<file path="config.mk">
export PLATFORM = sky130hd
export DESIGN_NAME = tail_light_seq_flat
export DESIGN_NICKNAME = d
export VERILOG_FILES = /design/src/rtl/tail_light_pkg.sv /design/src/rtl/tail_light_seq_if.sv /design/src/rtl/step_timer.sv /design/src/rtl/tail_light_seq.sv /design/src/flat_wrapper.sv
export SDC_FILE = /design/constraint.sdc
export NUM_CORES = 1
export LEC_CHECK = 0
export BUFFER_PORTS_ARGS = -buffer_cell sky130_fd_sc_hd__buf_2
export CORE_AREA = 2 2 39 41
export CTS_BUF_LIST = sky130_fd_sc_hd__clkbuf_16
export DETAILED_ROUTE_END_ITERATION = 10
export DIE_AREA = 0 0 41 43
export PLACE_DENSITY_LB_ADDON = 0.1
export RECOVER_POWER = 100
export SLEW_MARGIN = 30
export SYNTH_ARGS = -nofsm -noshare
export SYNTH_HDL_FRONTEND = slang
export SYNTH_SLANG_ARGS = --single-unit
</file>
<file path="constraint.sdc">
create_clock -name clock -period 1.5 [get_ports clock]
set_clock_uncertainty 0.15 [all_clocks]
set_input_delay 0.075 -clock clock [delete_from_list [all_inputs] [get_ports clock]]
set_output_delay 0.075 -clock clock [all_outputs]
set_load 0.05 [all_outputs]
</file>
<file path="src/rtl/tail_light_pkg.sv">
// Shared definitions for the sequential tail-light controller.
//
// Contents:
//   tail_state_t  - controller state encoding. The hazard states exist only
//                   when TAIL_HAZARD_EN is defined.
//   LAMPS_MIN     - smallest supported lamp count per side.
//   STEP_DIV_MIN  - smallest supported prescaler divide ratio.
//   div_width()   - prescaler counter width, $clog2(step_div) floored at 1.
//
// Configuration macro: TAIL_HAZARD_EN (hazard flashing support).
package tail_light_pkg;

  localparam int LAMPS_MIN    = 2;
  localparam int STEP_DIV_MIN = 1;

  typedef enum logic [2:0] {
    IDLE    = 3'd0,
    LEFT    = 3'd1,
    RIGHT   = 3'd2
`ifdef TAIL_HAZARD_EN
    ,
    HAZ_ON  = 3'd3,
    HAZ_OFF = 3'd4
`endif
  } tail_state_t;

  // A divide-by-1 prescaler still needs a one-bit counter to exist.
  function automatic int div_width(input int step_div);
    int w;
    w = $clog2(step_div);
    return (w < 1) ? 1 : w;
  endfunction

endpackage

</file>
<file path="src/rtl/tail_light_seq_if.sv">
// Request/lamp bundle between the driver-input logic and the lamp drivers.
//
// Parameter:
//   LAMPS        - lamps per side; must match the controller's LAMPS.
// Signals:
//   left, right  - turn requests (level)
//   brake        - brake request (level)
//   hazard       - hazard request (level); ignored unless TAIL_HAZARD_EN
//   left_lamps   - left bank, bit 0 innermost
//   right_lamps  - right bank, bit 0 innermost
//   busy         - controller not idle
// Modports:
//   master - request source / lamp consumer
//   slave  - the controller
interface tail_light_seq_if #(
  parameter int LAMPS = 3
);

  logic             left;
  logic             right;
  logic             brake;
  logic             hazard;
  logic [LAMPS-1:0] left_lamps;
  logic [LAMPS-1:0] right_lamps;
  logic             busy;

  modport master (
    output left, right, brake, hazard,
    input  left_lamps, right_lamps, busy
  );

  modport slave (
    input  left, right, brake, hazard,
    output left_lamps, right_lamps, busy
  );

endinterface

</file>
<file path="src/rtl/step_timer.sv">
// Step prescaler for the tail-light controller.
//
// Ports:
//   clock  - rising-edge clock
//   reset  - asynchronous active-low reset
//   clear  - restart the prescaler at 0 (state entry)
//   tick   - high in the last cycle of each STEP_DIV-cycle step;
//            constantly high when STEP_DIV = 1
// Parameter:
//   STEP_DIV - clock cycles per sequence step
module step_timer #(
  parameter int STEP_DIV = 1
) (
  input  logic clock,
  input  logic reset,
  input  logic clear,
  output logic tick
);

  import tail_light_pkg::*;

  localparam int DIV_EFF = (STEP_DIV < STEP_DIV_MIN) ? STEP_DIV_MIN : STEP_DIV;
  localparam int DIV_W   = div_width(DIV_EFF);
  localparam logic [DIV_W-1:0] DIV_LAST = DIV_W'(DIV_EFF - 1);

  logic [DIV_W-1:0] div_r;

  assign tick = (div_r == DIV_LAST);

  // Prescaler: wraps after the last cycle of a step, restarts on state entry.
  always_ff @(posedge clock or negedge reset) begin
    if (!reset) begin
      div_r <= {DIV_W{1'b0}};
    end else if (clear || tick) begin
      div_r <= {DIV_W{1'b0}};
    end else begin
      div_r <= div_r + DIV_W'(1);
    end
  end

endmodule

</file>
<file path="src/rtl/tail_light_seq.sv">
// Sequential turn-signal controller for left and right lamp banks.
//
// A turn request fills its bank inner-to-outer, one lamp per step, then the
// bank goes dark for one cycle before a held request restarts it. Left wins
// over right; a request arriving mid-sequence is only seen back in IDLE.
// Brake lights every bank that is not sequencing and reaches the outputs
// combinationally. With TAIL_HAZARD_EN defined, hazard has top priority and
// flashes both banks with equal on/off phases.
//
// Ports:
//   clock  - rising-edge clock
//   reset  - asynchronous active-low reset; forces all outputs to 0
//   bus    - tail_light_seq_if.slave (requests in, lamps and busy out)
// Parameters:
//   LAMPS    - lamps per side (>= 2)
//   STEP_DIV - clock cycles per sequence step (>= 1)
// Configuration macro: TAIL_HAZARD_EN.
module tail_light_seq #(
  parameter int LAMPS    = 3,
  parameter int STEP_DIV = 1
) (
  input  logic              clock,
  input  logic              reset,
  tail_light_seq_if.slave   bus
);

  import tail_light_pkg::*;

  localparam int LAMPS_EFF = (LAMPS < LAMPS_MIN) ? LAMPS_MIN : LAMPS;
  localparam int STEP_W    = $clog2(LAMPS_EFF + 1);

  tail_state_t      state_r;
  tail_state_t      state_s;
  logic [STEP_W-1:0] step_r;
  logic [STEP_W-1:0] step_s;
  logic             tick_s;
  logic             clear_s;
  logic [LAMPS-1:0] left_pat_s;
  logic [LAMPS-1:0] right_pat_s;
  logic             busy_s;

`ifndef TAIL_HAZARD_EN
  logic hazard_unused_s;
  assign hazard_unused_s = bus.hazard;
`endif

  // Low `n` bits set: the fill pattern for step n.
  function automatic logic [LAMPS-1:0] fill_mask(input logic [STEP_W-1:0] n);
    logic [LAMPS-1:0] m;
    m = {LAMPS{1'b0}};
    for (int i = 0; i < LAMPS; i++) begin
      if (STEP_W'(i) < n) begin
        m[i] = 1'b1;
      end else begin
        m[i] = 1'b0;
      end
    end
    return m;
  endfunction

  // Any state change restarts the step prescaler.
  assign clear_s = (state_s != state_r);

  step_timer #(
    .STEP_DIV (STEP_DIV)
  ) u_step_timer (
    .clock (clock),
    .reset (reset),
    .clear (clear_s),
    .tick  (tick_s)
  );

  // State and step registers.
  always_ff @(posedge clock or negedge reset) begin
    if (!reset) begin
      state_r <= IDLE;
      step_r  <= STEP_W'(1);
    end else begin
      state_r <= state_s;
      step_r  <= step_s;
    end
  end

  // Next-state logic: IDLE arbitrates, turn states run to completion.
  always_comb begin
    state_s = state_r;
    step_s  = step_r;
    case (state_r)
      IDLE: begin
        step_s = STEP_W'(1);
`ifdef TAIL_HAZARD_EN
        if (bus.hazard) begin
          state_s = HAZ_ON;
        end else
`endif
        if (bus.left) begin
          state_s = LEFT;
        end else if (bus.right) begin
          state_s = RIGHT;
        end else begin
          state_s = IDLE;
        end
      end
      LEFT, RIGHT: begin
        if (tick_s) begin
          if (step_r == STEP_W'(LAMPS)) begin
            state_s = IDLE;
            step_s  = STEP_W'(1);
          end else begin
            step_s = step_r + STEP_W'(1);
          end
        end else begin
          step_s = step_r;
        end
      end
`ifdef TAIL_HAZARD_EN
      HAZ_ON: begin
        if (tick_s) begin
          state_s = HAZ_OFF;
        end else begin
          state_s = HAZ_ON;
        end
      end
      HAZ_OFF: begin
        if (tick_s) begin
          if (bus.hazard) begin
            state_s = HAZ_ON;
          end else begin
            state_s = IDLE;
          end
        end else begin
          state_s = HAZ_OFF;
        end
      end
`endif
      default: begin
        state_s = IDLE;
        step_s  = STEP_W'(1);
      end
    endcase
  end

  // Lamp decode from state/step, with the brake overlay on idle banks.
  always_comb begin
    left_pat_s  = {LAMPS{1'b0}};
    right_pat_s = {LAMPS{1'b0}};
    case (state_r)
      IDLE: begin
        if (bus.brake) begin
          left_pat_s  = {LAMPS{1'b1}};
          right_pat_s = {LAMPS{1'b1}};
        end else begin
          left_pat_s  = {LAMPS{1'b0}};
          right_pat_s = {LAMPS{1'b0}};
        end
      end
      LEFT: begin
        left_pat_s = fill_mask(step_r);
        if (bus.brake) begin
          right_pat_s = {LAMPS{1'b1}};
        end else begin
          right_pat_s = {LAMPS{1'b0}};
        end
      end
      RIGHT: begin
        right_pat_s = fill_mask(step_r);
        if (bus.brake) begin
          left_pat_s = {LAMPS{1'b1}};
        end else begin
          left_pat_s = {LAMPS{1'b0}};
        end
      end
`ifdef TAIL_HAZARD_EN
      HAZ_ON: begin
        left_pat_s  = {LAMPS{1'b1}};
        right_pat_s = {LAMPS{1'b1}};
      end
      HAZ_OFF: begin
        left_pat_s  = {LAMPS{1'b0}};
        right_pat_s = {LAMPS{1'b0}};
      end
`endif
      default: begin
        left_pat_s  = {LAMPS{1'b0}};
        right_pat_s = {LAMPS{1'b0}};
      end
    endcase
  end

  assign busy_s = (state_r != IDLE);

  // Reset gates the outputs directly so brake cannot light lamps during reset.
  assign bus.left_lamps  = reset ? left_pat_s  : {LAMPS{1'b0}};
  assign bus.right_lamps = reset ? right_pat_s : {LAMPS{1'b0}};
  assign bus.busy        = reset ? busy_s      : 1'b0;

endmodule

</file>
<file path="src/flat_wrapper.sv">
// flat-port wrapper written by rule: the top's interface ports become plain ports
module tail_light_seq_flat import tail_light_pkg::*;
#(
  parameter int LAMPS    = 3,
  parameter int STEP_DIV = 1
)
  (clock, reset, bus_left, bus_right, bus_brake, bus_hazard, bus_left_lamps, bus_right_lamps, bus_busy);
  tail_light_seq_if #(.LAMPS(LAMPS)) bus_i ();
  input  logic clock;
  input  logic reset;
  input wire logic [$bits(bus_i.left)-1:0] bus_left;
  input wire logic [$bits(bus_i.right)-1:0] bus_right;
  input wire logic [$bits(bus_i.brake)-1:0] bus_brake;
  input wire logic [$bits(bus_i.hazard)-1:0] bus_hazard;
  output wire logic [$bits(bus_i.left_lamps)-1:0] bus_left_lamps;
  output wire logic [$bits(bus_i.right_lamps)-1:0] bus_right_lamps;
  output wire logic [$bits(bus_i.busy)-1:0] bus_busy;
  assign bus_i.left = bus_left;
  assign bus_i.right = bus_right;
  assign bus_i.brake = bus_brake;
  assign bus_i.hazard = bus_hazard;
  assign bus_left_lamps = bus_i.left_lamps;
  assign bus_right_lamps = bus_i.right_lamps;
  assign bus_busy = bus_i.busy;
  tail_light_seq #(.LAMPS(LAMPS), .STEP_DIV(STEP_DIV)) u_core (.clock(clock), .reset(reset), .bus(bus_i));
endmodule
</file>
# Yosys cells after proc, flatten, opt, wreduce, memory -nomap -nowiden
# Index checks and enable logic that the tools add are counted.
[word_totals]
regBits = 6
inputBits = 6
[op_classes]
addsub = 2
n_lt_le_gt_ge = 3
eq_ne = 5
mux = 18
bitwise = 1
reduce_logical = 6
[op_table]
columns = ["op", "n"]
rows = [
  ["3-bit two-way mux", 6],
  ["3-bit case mux with 2 select lines", 3],
  ["2-bit two-way mux", 4],
  ["2-bit OR reduction", 3],
  ["1-bit two-way mux", 5],
  ["1-bit by 2-bit < comparator with 1-bit output (first input constant)", 2],
  ["3-bit by 1-bit == test with 1-bit output (second input constant)", 1],
  ["3-bit by 2-bit == test with 1-bit output (second input constant)", 1],
  ["3-bit logical NOT", 1],
  ["3-bit inequality test", 1],
  ["3-bit nonzero test", 1],
  ["2-bit by 1-bit adder with 2-bit output (second input constant)", 1],
  ["2-bit == test (second input constant)", 1],
  ["2-bit < comparator (first input constant)", 1],
  ["2-bit inequality test (second input constant)", 1],
  ["1-bit adder (second input constant)", 1],
  ["1-bit logical OR", 1],
  ["1-bit inverter", 1],
]

# Depth between registers and ports, before layout
[depth]
depth_word = 7
ltp_mapped = 4
mapped_depth_nobuf = 4

# By module
# A second synthesis with hierarchy kept.
[hier_totals]
cells_unflattened = 49
hier_area_um2 = 450.4
[modules_own_cells]
columns = ["mod", "n_inst", "cells_each", "area_each_um2", "seq_area_each_um2"]
rows = [
  ["tail_light_seq", 1, 46, 417.9, 126.4],
  ["step_timer", 1, 3, 32.5, 25.0],
]

# Worst setup path before layout
# Ideal clock, no wire load.
[synth_timing]
kind = "register to output"
from = "register u_core.step_r[0]"
to = "output bus_right_lamps[0]"
arrival_time_ns = 1.902
path_slack_ns = -0.627
stages_incl_launch_ff = 5
n_path_buf = 0
cell_sequence = "dfstp_2 inv_1 ha_1 or3b_1 a21oi_1"
[synth_via]
elab_chain_len = 4
[synth_lines]
columns = ["item", "line_no", "rtl"]
rows = [
  ["from (decl)", "tail_light_seq.sv:34", "logic [STEP_W-1:0] step_r;"],
  ["from (signal assigned)", "tail_light_seq.sv:80", "step_r <= step_s;"],
  ["1-bit by 2-bit < comparator with 1-bit output", "tail_light_seq.sv:52", "if (STEP_W'(i) < n) begin"],
  ["1-bit two-way mux", "tail_light_seq.sv:52", ""],
  ["3-bit case mux with 2 select lines", "tail_light_seq.sv:147", "case (state_r)"],
  ["3-bit two-way mux", "tail_light_seq.sv:194", "assign bus.right_lamps = reset ? right_pat_s : {LAMPS{1'b0}};"],
  ["to (decl)", "flat_wrapper.sv:16", "output wire logic [$bits(bus_i.right_lamps)-1:0] bus_right_lamps;"],
]
# Every way passes these cells.

# Final worst setup path
[layout_timing]
from = "register u_core.step_r[0]"
to = "output bus_left_lamps[0]"
[layout_via]
elab_chain_len = 4
[layout_lines]
columns = ["item", "line_no", "rtl"]
rows = [
  ["1-bit by 2-bit < comparator with 1-bit output", "tail_light_seq.sv:52", ""],
  ["1-bit two-way mux", "tail_light_seq.sv:52", ""],
  ["3-bit case mux with 2 select lines", "tail_light_seq.sv:147", ""],
  ["3-bit two-way mux", "tail_light_seq.sv:193", "assign bus.left_lamps = reset ? left_pat_s : {LAMPS{1'b0}};"],
  ["to (decl)", "flat_wrapper.sv:15", "output wire logic [$bits(bus_i.left_lamps)-1:0] bus_left_lamps;"],
]
# Every way passes these cells.

==> flow_metrics.env <==
export IMPL_register_area_um2=153
export IMPL_clockBufferDepth=2
export IMPL_boundaryPins=13
export IMPL_hold_path_class="in2reg"
export IMPL_nFillCells=126
export IMPL_ys_flop_type="dfrtp_1"
export IMPL_area_delta_synth_final_pct=88.5
export IMPL_clk_pin_slew_ns=0.03
export IMPL_hold_violations=0
export IMPL_clockRootBuffer="clkbuf_16"
export IMPL_grt_pass1_wl_um=1840
export IMPL_async_flop_share_pct=100
export IMPL_antenna_found_initial=0
export IMPL_start_util_pct=32.2
export IMPL_final_area_um2=840
export IMPL_cts_sinks=6
export IMPL_grt_pass1_vias=415
export IMPL_cp_max_fo=2
export IMPL_num_rows=14
export IMPL_die_area_um2=1760
export IMPL_viasPerCell=4.93
export IMPL_fin_crit_ns=1.88
export IMPL_fin_hold_ws_ns=0.0213
export IMPL_setup_viol=9
export IMPL_drc=0
export IMPL_syn_inst=45
export IMPL_rsz0062_at_grt="true"
export IMPL_wl_per_cell_um=12.8
export IMPL_portBuffers=11
export IMPL_drtIter0Drc=5
export IMPL_h_tree_depth=1
export IMPL_critical_path_class="reg2out"
export IMPL_gp_congestion=0.667
export IMPL_diodes=0
export IMPL_avgSynthCellArea_um2=9.90
export IMPL_synthDistinctLibCells=21
export IMPL_timing_max_cap_violations=0
export IMPL_fmax_mhz=532
export IMPL_synth_edf_count=0
export IMPL_p_leak_nw=0.360
export IMPL_core_um2=1380
export IMPL_multi_input_area_um2=368
export IMPL_status="finished with violations"
export IMPL_first_pass_iters=3
export IMPL_gr_total_overflow=0
export IMPL_dpl_instance_area_um2=611
export IMPL_routed_wl_um=1130
export IMPL_synthesis_area_um2=445
export IMPL_fin_ws_ns=-0.378
export IMPL_critPathArrivalTime_ns=1.65
export IMPL_cts_made_buffers=3
export IMPL_clk_latency_ns=0.23
export IMPL_violations="setup timing"
export IMPL_slew_viol_final=0
export IMPL_power_density_nw_per_um2=977
export IMPL_hpwl_um=782
export IMPL_grt_usage_pct=16.3
export IMPL_die_w_um=41
export IMPL_yosysWarnings=0
export IMPL_cts_tree="done"
export IMPL_drive_gt1_share_pct=56.9
export IMPL_vdd_drop_max_mv=0.711
export IMPL_fin_nets=83
export IMPL_crit_path_end_kind="output port"
export IMPL_fin_crit_sh_pct=125
export IMPL_ys_seq_area_share_pct=34.0
export IMPL_cp_required_ns=1.27
export IMPL_ys_ff_latch=6
export IMPL_num_vias=434
export IMPL_postRouteAntennaNets=0
export IMPL_fp_dieH_um=43
export IMPL_grt_max_degree=8
export IMPL_cp_start_kind="flip-flop"
==> per-layer routing <==
layer | up-vias | track usage, % | routed length (µm)
met4 | 0 | 14.0 | 28
met5 | - | 0 | 0
met1 | 204 | 16.8 | 466
li1 | 212 | - | -
met2 | 14 | 25.9 | 580
met3 | 4 | 3.14 | 49
==> kinds of logic (layout without fill, tap and decap cells) <==
family	after synthesis	count (layout)	synth area share (%)
other cells	1	2	0.842
simple gates	19	19	29.2
compound gates	10	10	15.7
mux	1	1	2.25
flops	6	6	34.0
buf+inv	4	30	6.74
fa+ha+maj	4	4	11.2
==> registers in the layout (all words and copies together) (netlist names) <==
name and flops:
u_core.state_r 3, u_core.u_step_timer.div_r 1, u_core.step_r 2
==> through the flow <==
stage	utilization (%)	power (mW)	std cells	setup slack [ns]	setup TNS (ns)
global route	60.7	0.858	88	-0.427	-2.42
finish	60.7	0.820	88	-0.378	-1.78
detailed placement	44.1	0.335	80	-0.251	-0.597
floorplan	-	0.291	46	-0.240	-0.892
global placement	44.1	0.335	80	-0.229	-0.513
CTS	57.3	0.817	87	-0.374	-1.38
==> cell type report <==
type | instances | area share, %
sequential | 6 | 18.2
timing repair buffer | 24 | 25.3
multi-input combinational | 36 | 43.8
clock buffer | 3 | 8.94
clock inverter | 1 | 0.447
tap | 16 | 2.38
inverter | 2 | 0.894
==> placed cells by master, fill, tap and decap left out, types with 2 or more instances in the layout <==
master,instances
conb_1,2
a21oi_1,2
a21oi_2,2
buf_2,3
clkbuf_16,3
nor2_1,2
or2b_1,2
nand2b_1,2
nand2b_2,2
a21oi_4,2
buf_6,10
inv_1,2
buf_4,7
ha_4,4
nand3b_1,5
or3b_4,2
clkbuf_1,2
dfrtp_1,4
==> where the power goes <==
| group | leakage (nW) | internal, mW | switching [mW] |
|---|---|---|---|
| Sequential | 0.0722 | 0.174 | 0.0107 |
| Combinational | 0.245 | 0.0921 | 0.100 |
| Clock | 0.0423 | 0.346 | 0.0973 |
==> Yosys cell counts (all sizes together), types with 2 or more instances <==
cell | number | area share (%)
nand2b | 5 | 7.0
or2b | 2 | 3.4
buf | 2 | 5.1
or3b | 2 | 3.9
a21oi | 6 | 7.6
nand3b | 5 | 8.4
nor2 | 2 | 1.7
dfrtp | 5 | 28
ha | 4 | 11
inv | 2 | 1.7
==> what timing repair did <==
action / in CTS / in global routing
gates cloned: 0 / 0
gates resized for setup: 23 / 9
pin swaps: 7 / 6
buffers inserted: 2 / 2
hold buffers: 1 / 0
endpoints found under the hold margin: 6 / 0
setup endpoints to repair: 7 / 10
==> worst max-delay path, cell delays in order, from the launching register on <==
cell     delay, ns
dfstp_2       0.53
inv_2         0.04
ha_4          0.15
or3b_4        0.40
a21oi_4       0.13
buf_6         0.17
==> final timing paths <==
kind / start / slack [ns] / endpoint / cells after the start
setup / recovery: u_core.step_r[0] / -0.38 / bus_left_lamps[0] / 5
hold / removal: bus_left / 0.02 / u_core.state_r[0] / 3
setup reg to reg: u_core.step_r[0] / -0.16 / u_core.step_r[0] / 7
hold reg to reg: u_core.state_r[2] / 0.40 / u_core.state_r[0] / 2
max in group asynchronous: reset / 0.60 / u_core.step_r[0] / 3
min in group asynchronous: reset / 0.28 / u_core.u_step_timer.div_r / 3
No activity file was read; power rests on OpenSTA's default activity.
